## config.mk

```make
export PLATFORM = sky130hd
export DESIGN_NAME = pattern_step_ctrl
export DESIGN_NICKNAME = d
export VERILOG_FILES = /design/src/rtl/pattern_step_ctrl.sv
export SDC_FILE = /design/constraint.sdc
export NUM_CORES = 1
export LEC_CHECK = 0
export ABC_CLOCK_PERIOD_IN_PS = 4000
export CORE_UTILIZATION = 40
export DETAILED_ROUTE_END_ITERATION = 10
export GPL_ROUTABILITY_DRIVEN = 0
export PLACE_DENSITY = 0.64
export SLEW_MARGIN = 20
export SYNTH_ARGS = -nofsm -noshare
export SYNTH_HDL_FRONTEND = slang
export SYNTH_SLANG_ARGS = --single-unit
```

## constraint.sdc

```tcl
create_clock -name clk -period 4 [get_ports clk]
set_clock_uncertainty 0.1 [all_clocks]
set_input_delay 0.6 -clock clk [delete_from_list [all_inputs] [get_ports clk]]
set_output_delay 0.6 -clock clk [all_outputs]
set_load 0.05 [all_outputs]
```

## src/rtl/pattern_step_ctrl.sv

```systemverilog
// rtl/pattern_step_ctrl.sv - debounced pushbutton control and step pulse generation for the pattern sequencer
// Keys are synchronised, debounced and edge-detected; a RUN/PAUSE FSM gates a rate divider and single-step.
module pattern_step_ctrl #(
    parameter int DEBOUNCE_CYCLES = 1_000_000,
    parameter int STEP_DIV0       = 50_000_000,
    parameter int DIV_W           = 26
) (
    input  logic       clk,
    input  logic       rst,
    input  logic       key_pause,
    input  logic       key_step,
    input  logic       key_speed,
    output logic       step,
    output logic       running,
    output logic [1:0] speed
);

    localparam int              CW      = $clog2(DEBOUNCE_CYCLES + 1);
    localparam logic [CW-1:0]   DEB_MAX = CW'(DEBOUNCE_CYCLES - 1);
    localparam logic [DIV_W:0]  DIV0    = (DIV_W + 1)'(STEP_DIV0);

    typedef enum logic {
        S_RUN   = 1'b0,
        S_PAUSE = 1'b1
    } state_t;

    logic [2:0]    raw;
    logic [2:0]    sync1;
    logic [2:0]    sync2;
    logic [2:0]    deb_level;
    logic [2:0]    deb_prev;
    logic [2:0]    evt;
    logic [2:0]    armed;
    logic [1:0]    warm;
    logic [CW-1:0] deb_cnt [3];

    logic          pause_evt;
    logic          step_evt;
    logic          speed_evt;

    state_t           state_q;
    state_t           state_d;
    logic [DIV_W-1:0] div_cnt;
    logic [DIV_W-1:0] div_d;
    logic             step_d;
    logic [1:0]       speed_d;
    logic [DIV_W:0]   period;
    logic [DIV_W-1:0] term;

    assign raw       = {key_speed, key_step, key_pause};
    assign pause_evt = evt[0];
    assign step_evt  = evt[1];
    assign speed_evt = evt[2];

    // A key is only armed once the synchroniser has seen it released after reset,
    // so a button held low across reset release never yields a press event.
    always_ff @(posedge clk or negedge rst) begin
        if (!rst) begin
            sync1     <= '1;
            sync2     <= '1;
            deb_level <= '1;
            deb_prev  <= '1;
            evt       <= '0;
            armed     <= '0;
            warm      <= '0;
            for (int i = 0; i < 3; i++) begin
                deb_cnt[i] <= '0;
            end
        end else begin
            sync1    <= raw;
            sync2    <= sync1;
            deb_prev <= deb_level;
            evt      <= deb_prev & ~deb_level & armed;
            warm     <= {warm[0], 1'b1};
            if (warm[1]) begin
                armed <= armed | sync2;
            end
            for (int i = 0; i < 3; i++) begin
                if (sync2[i] == deb_level[i]) begin
                    deb_cnt[i] <= '0;
                end else if (deb_cnt[i] == DEB_MAX) begin
                    deb_level[i] <= sync2[i];
                    deb_cnt[i]   <= '0;
                end else begin
                    deb_cnt[i] <= deb_cnt[i] + CW'(1);
                end
            end
        end
    end

    assign period = DIV0 >> speed;
    assign term   = DIV_W'(period - (DIV_W + 1)'(1));

    always_ff @(posedge clk or negedge rst) begin
        if (!rst) begin
            state_q <= S_RUN;
            div_cnt <= '0;
            step    <= 1'b0;
            speed   <= 2'd1;
        end else begin
            state_q <= state_d;
            div_cnt <= div_d;
            step    <= step_d;
            speed   <= speed_d;
        end
    end

    always_comb begin
        state_d = state_q;
        div_d   = div_cnt;
        step_d  = 1'b0;
        speed_d = speed;
        case (state_q)
            S_RUN: begin
                if (div_cnt == term) begin
                    div_d  = '0;
                    step_d = 1'b1;
                end else begin
                    div_d = div_cnt + DIV_W'(1);
                end
                if (pause_evt) begin
                    state_d = S_PAUSE;
                    div_d   = '0;
                end
            end
            S_PAUSE: begin
                div_d = '0;
                // Leaving PAUSE swallows a coincident single-step request.
                if (pause_evt) begin
                    state_d = S_RUN;
                end else if (step_evt && !step) begin
                    step_d = 1'b1;
                end
            end
            default: begin
                state_d = S_RUN;
                div_d   = '0;
            end
        endcase
        if (speed_evt) begin
            speed_d = speed + 2'd1;
            div_d   = '0;
        end
    end

    assign running = (state_q == S_RUN);

endmodule

```

Yosys cells after proc, flatten, opt, wreduce, memory -nomap -nowiden:

Index checks and enable logic that the tools add are counted.

* add/subtract/negate cells: 6
* eq/ne operators: 7
* shift operators: 1
* muxes and demuxes: 17
* bitwise operators: 8
* reduce and logical (&&, ||, !) cells: 5

Operators by type and width (number)
* $mux W20: 6
* $mux W26: 3
* $add A20 B1 Y20 const B: 3
* $eq A20 B20 Y1 const B: 3
* $pmux W26 S2: 1
* $add A26 B1 Y26 const B: 1
* $eq A26 B26 Y1: 1
* $shr A26 B2 Y26 const A: 1
* $sub A26 B1 Y26 const B: 1
* $and A3 B3 Y3: 2
* $reduce_and A2 Y1: 3
* $mux W1: 5
* $not A1 Y1: 4
* $pmux W1 S2: 2
* $eq A1 B1 Y1: 3
* $not A3 Y3: 1
* $or A3 B3 Y3: 1
* $add A2 B1 Y2 const B: 1
* $logic_and A1 B1 Y1: 1
* $logic_not A1 Y1: 1

* bits in registers: 110
* bits of input ports: 5
* output and inout port bits: 4
* logic and storage cells: 60

Longest topological paths before layout:

* depth after elaboration: 7
* mapped depth: 10
* mapped depth without buffers: 9

Worst setup path before layout:

OpenSTA, ideal clock, no wires.

* path kind: register to register
* from: reg speed[0]
* to: reg div_cnt[10]
* library setup time: 136 ps
* arrival time: 2514 ps
* data required time: 3764 ps
* setup slack: 1250 ps
* cell stages (with the launch flop): 11
* buffers on the path: 1
* path through: dfstp_2 > inv_1 > ha_1 > inv_1 > ha_1 > xnor2_1 > a2111oi_0 > o2111ai_1 > nor3_4 > buf_6 > nor3_1

* cells in the longest elaborated chain, start to end: 7

Ends and longest elaborated chain
* start, declared: line 15 `output logic [1:0] speed`
* start signal, assigned: line 104 `speed <= speed_d;`
* $shr A26 B2 Y26: line 91 `assign period = DIV0 >> speed;`
* $sub A26 B1 Y26: line 92 `assign term = DIV_W'(period - (DIV_W + 1)'(1));`
* $eq A26 B26 Y1: line 115 `if (div_cnt == term) begin`
* $mux W26: line 115
* $mux W26: line 121 `if (pause_evt) begin`
* $pmux W26 S2: line 113 `case (state_q)`
* $mux W26: line 140 `if (speed_evt) begin`
* named net div_d[10]: line 44 `logic [DIV_W-1:0] div_d;`
* end signal, assigned: line 102 `div_cnt <= div_d;`
* end, declared: line 43 `logic [DIV_W-1:0] div_cnt;`

The timed path passes the listed nets, and every way through them passes these cells.
A chain may end at the register's enable or synchronous reset.

Worst setup path after layout:

* from: reg speed[0]
* to: reg div_cnt[21]

Same word-level chain as after synthesis.

==> impl_metrics.csv <==
group,metric,value,unit
logic_synthesis,yosysWarnings,0,
placed_design,io_buffer_count,8,
timing,rsz0062_at_grt,"no",
setup_path,path_depth,10,
setup_path,r2r-start,"speed[0]$_DFFE_PN1P_",
floorplan,row_count,41,
detailed_routing,drc,0,
setup_path,end_kind,"flip-flop",
detailed_routing,drt_iter0_drc,199,
setup_path,crit_chain,"inv_1, ha_1, inv_1, ha_1, xnor2_1, a2111oi_0, o2111ai_1, nor3_4, buf_4, nor3_1",
timing,slew_headroom,0.3882,
global_routing,grt_util_all_layers,0.1534,
power,leakage,0.002488,uW
flow_run,maxCapViolCount,0,
min_path,hp-class,"reg -> reg",
clocking,clk_latency,340,ps
cells_and_area,final_nets,538,
setup_path,worstPathMaxFanout,26,
setup_path,crit_slowest_cell,"dfstp_2",
floorplan,core-area,12720,um^2
detailed_routing,avgViaCountPerCell,5.105,
global_routing,antenna_found_initial,0,
setup_path,worstReg2RegEnd,"div_cnt[21]$_DFF_PN0_",
logic_synthesis,synth_seq_cells,110,
logic_synthesis,ys_seq_area_frac,0.5249,
floorplan,die_x,116.8,um
timing,drv_slew,0,
timing,setup_violations,0,
global_routing,grt_pass1_vias,3598,
logic_synthesis,yosys.cell_types.count,43,
power,power_density,347.1,nW/um^2
global_routing,grt_pass1_wl,16380,um
detailed_routing,firstDrtPassIters,4,
timing,fin_tns_setup,0,ps
logic_synthesis,synth-async-reset-ratio,1.000,
setup_path,crit_required,4080,ps
floorplan,initial_core_util,0.4146,
clocking,cts_root_buf,"clkbuf_16",
clocking,postCtsSetupBuffers,0,
outcome,status,"finished, final reports clean",
clocking,cts-resized-gates,0,
timing,fmax,359.2,MHz
detailed_routing,finalWirelength,9213,um
logic_synthesis,syn-cell-area,5275,um^2
power,peakVddDrop,0.0002297,V
floorplan,fp.dieArea,13650,um^2
setup_path,cp_top_family,"flip-flops",
detailed_routing,wl_per_cell,13.20,um
min_path,min_delay_path_depth,0,
timing,tightest_slew,917.8,ps
clocking,htree_levels,3,
setup_path,startpoint_type,"flip-flop",
min_path,hp-start,"warm[0]$_DFF_PN0_",
detailed_routing,vias,3563,
clocking,cts.clk_slew.worst_paths,70,ps
cells_and_area,final.fill_count,1247,
logic_synthesis,ys_dominant_reg_cell,"dfrtp_1",
min_path,worstHoldEndpoint,"warm[1]$_DFF_PN0_",
setup_path,crit_type,"reg -> reg",
timing,holdWs,250.6,ps
placed_design,dp_hpwl,6454,um
setup_path,crit_arrival,2870,ps
cells_and_area,diodes,0,
floorplan,dieHeight,116.8,um
clocking,clock_path_buffers,2,
cells_and_area,drive_gt1_frac,0.08365,
timing,min_period,2784,ps
logic_synthesis,synth-edff-count,0,
setup_path,slowest_delay,610,ps
setup_path,crit_buf_inv,3,
detailed_routing,ant_nets,0,
logic_synthesis,synth.net_count,528,
cells_and_area,synthToLayoutAreaGrowth,9.962,%
setup_path,rr_worst_depth,10,
floorplan,ios,9,
logic_synthesis,syn_area_per_cell,10.32,um^2
global_routing,grt.overflow.total,0,
global_routing,grt_max_degree,70,
timing,timing.final.crit_share,0.6960,
clocking,numCtsBuffers,9,
clocking,cts_tree,"done",
logic_synthesis,syn_inst,511,
timing,finalHoldViolCount,0,
clocking,cts_hold_buf,0,
setup_path,reg2reg_slack,1220,ps
clocking,cts_sinks,110,
## synth_stat cells, drive strengths merged, types with 2 or more instances
library cell,n,share of area
a21o,4,0.0059
a21oi,2,0.0019
and2,4,0.0047
and3,19,0.023
and3b,3,0.0050
and4,5,0.0083
buf,6,0.0081
clkbuf,6,0.0043
dfrtp,97,0.46
dfstp,13,0.065
ha,12,0.028
inv,14,0.010
mux2,3,0.0064
nand2,28,0.020
nand3,30,0.028
nand3b,2,0.0028
nand4,20,0.024
nor2,78,0.056
nor3,38,0.040
nor3b,2,0.0028
nor4,13,0.015
nor4b,2,0.0033
o2111ai,2,0.0033
or2,3,0.0036
or3,2,0.0024
or4,2,0.0036
xnor2,47,0.078
xor2,45,0.075
## worst max path at each step
stage / from / endpoint / slack, ps
floorplan: speed[0]$_DFFE_PN1P_ / div_cnt[10]$_DFF_PN0_ / 1250
global placement: speed[0]$_DFFE_PN1P_ / div_cnt[12]$_DFF_PN0_ / 1340
detailed placement: speed[0]$_DFFE_PN1P_ / div_cnt[23]$_DFF_PN0_ / 1230
CTS: speed[0]$_DFFE_PN1P_ / div_cnt[22]$_DFF_PN0_ / 1220
global route: speed[0]$_DFFE_PN1P_ / div_cnt[21]$_DFF_PN0_ / 1030
finish: speed[0]$_DFFE_PN1P_ / div_cnt[21]$_DFF_PN0_ / 1220
## stage by stage
step           power, uW  setup slack (ps)  std cells    util  instance area [um^2]
3_3_place_gp        1209              1340        682  0.4343                  5525
6_report            2013              1216        698  0.4559                  5801
2_1_floorplan       1178              1250        511       -                  5275
5_1_grt             2092              1029        698  0.4559                  5801
3_5_place_dp        1210              1230        682  0.4343                  5525
4_1_cts             2048              1216        698  0.4559                  5801
## power by group
group	internal, uW	total (uW)	switching (uW)
sequential	1130	1140	10.6
combinational	13.6	50.5	36.9
clock	428	827	398
## state kept, by name (all words and copies together), names as in the netlist, 2 cells and up
| name | count |
|---|---|
| armed | 3 |
| deb_cnt | 60 |
| deb_level | 3 |
| deb_prev | 3 |
| div_cnt | 26 |
| evt | 3 |
| speed | 2 |
| sync1 | 3 |
| sync2 | 3 |
| warm | 2 |
## cells in the final DEF (no fill, tap or decap), drive strengths merged, types with 10 or more instances in the layout
| cell type | instances |
|---|---|
| and3 | 19 |
| clkbuf | 10 |
| dfrtp | 97 |
| dfstp | 13 |
| ha | 12 |
| inv | 16 |
| nand2 | 28 |
| nand3 | 30 |
| nand4 | 20 |
| nor2 | 78 |
| nor3 | 38 |
| nor4 | 13 |
| xnor2 | 47 |
| xor2 | 45 |
## cell type report
type | count | area [um^2] | share of cell area
repair buffers | 11 | 100.1 | 0.01726
clock inverters | 6 | 46.29 | 0.007981
clock buffers | 10 | 229.0 | 0.03947
well taps | 172 | 215.2 | 0.03710
inverters | 14 | 52.55 | 0.009060
flip-flops and latches | 110 | 2769 | 0.4774
multi-input cells | 375 | 2389 | 0.4118
## per-layer routing
| metal | vias up | routed length [um] | track usage |
|---|---|---|---|
| li1 | 1762 | - | - |
| met1 | 1750 | 4503 | 0.2003 |
| met2 | 40 | 4327 | 0.2525 |
| met3 | 11 | 250 | 0.03708 |
| met4 | 0 | 133 | 0.04895 |
| met5 | - | 0 | 0 |
## logic make-up after synthesis
family | after synthesis | share of synthesized area
buf+inv | 26 | 0.02230
simple gates | 255 | 0.2483
other cells | 1 | 0.0007109
flops | 110 | 0.5249
compound gates | 12 | 0.01613
mux | 3 | 0.006404
xor+xnor | 92 | 0.1528
fa+ha+maj | 12 | 0.02846
No activity file was read; power rests on OpenSTA's default activity.
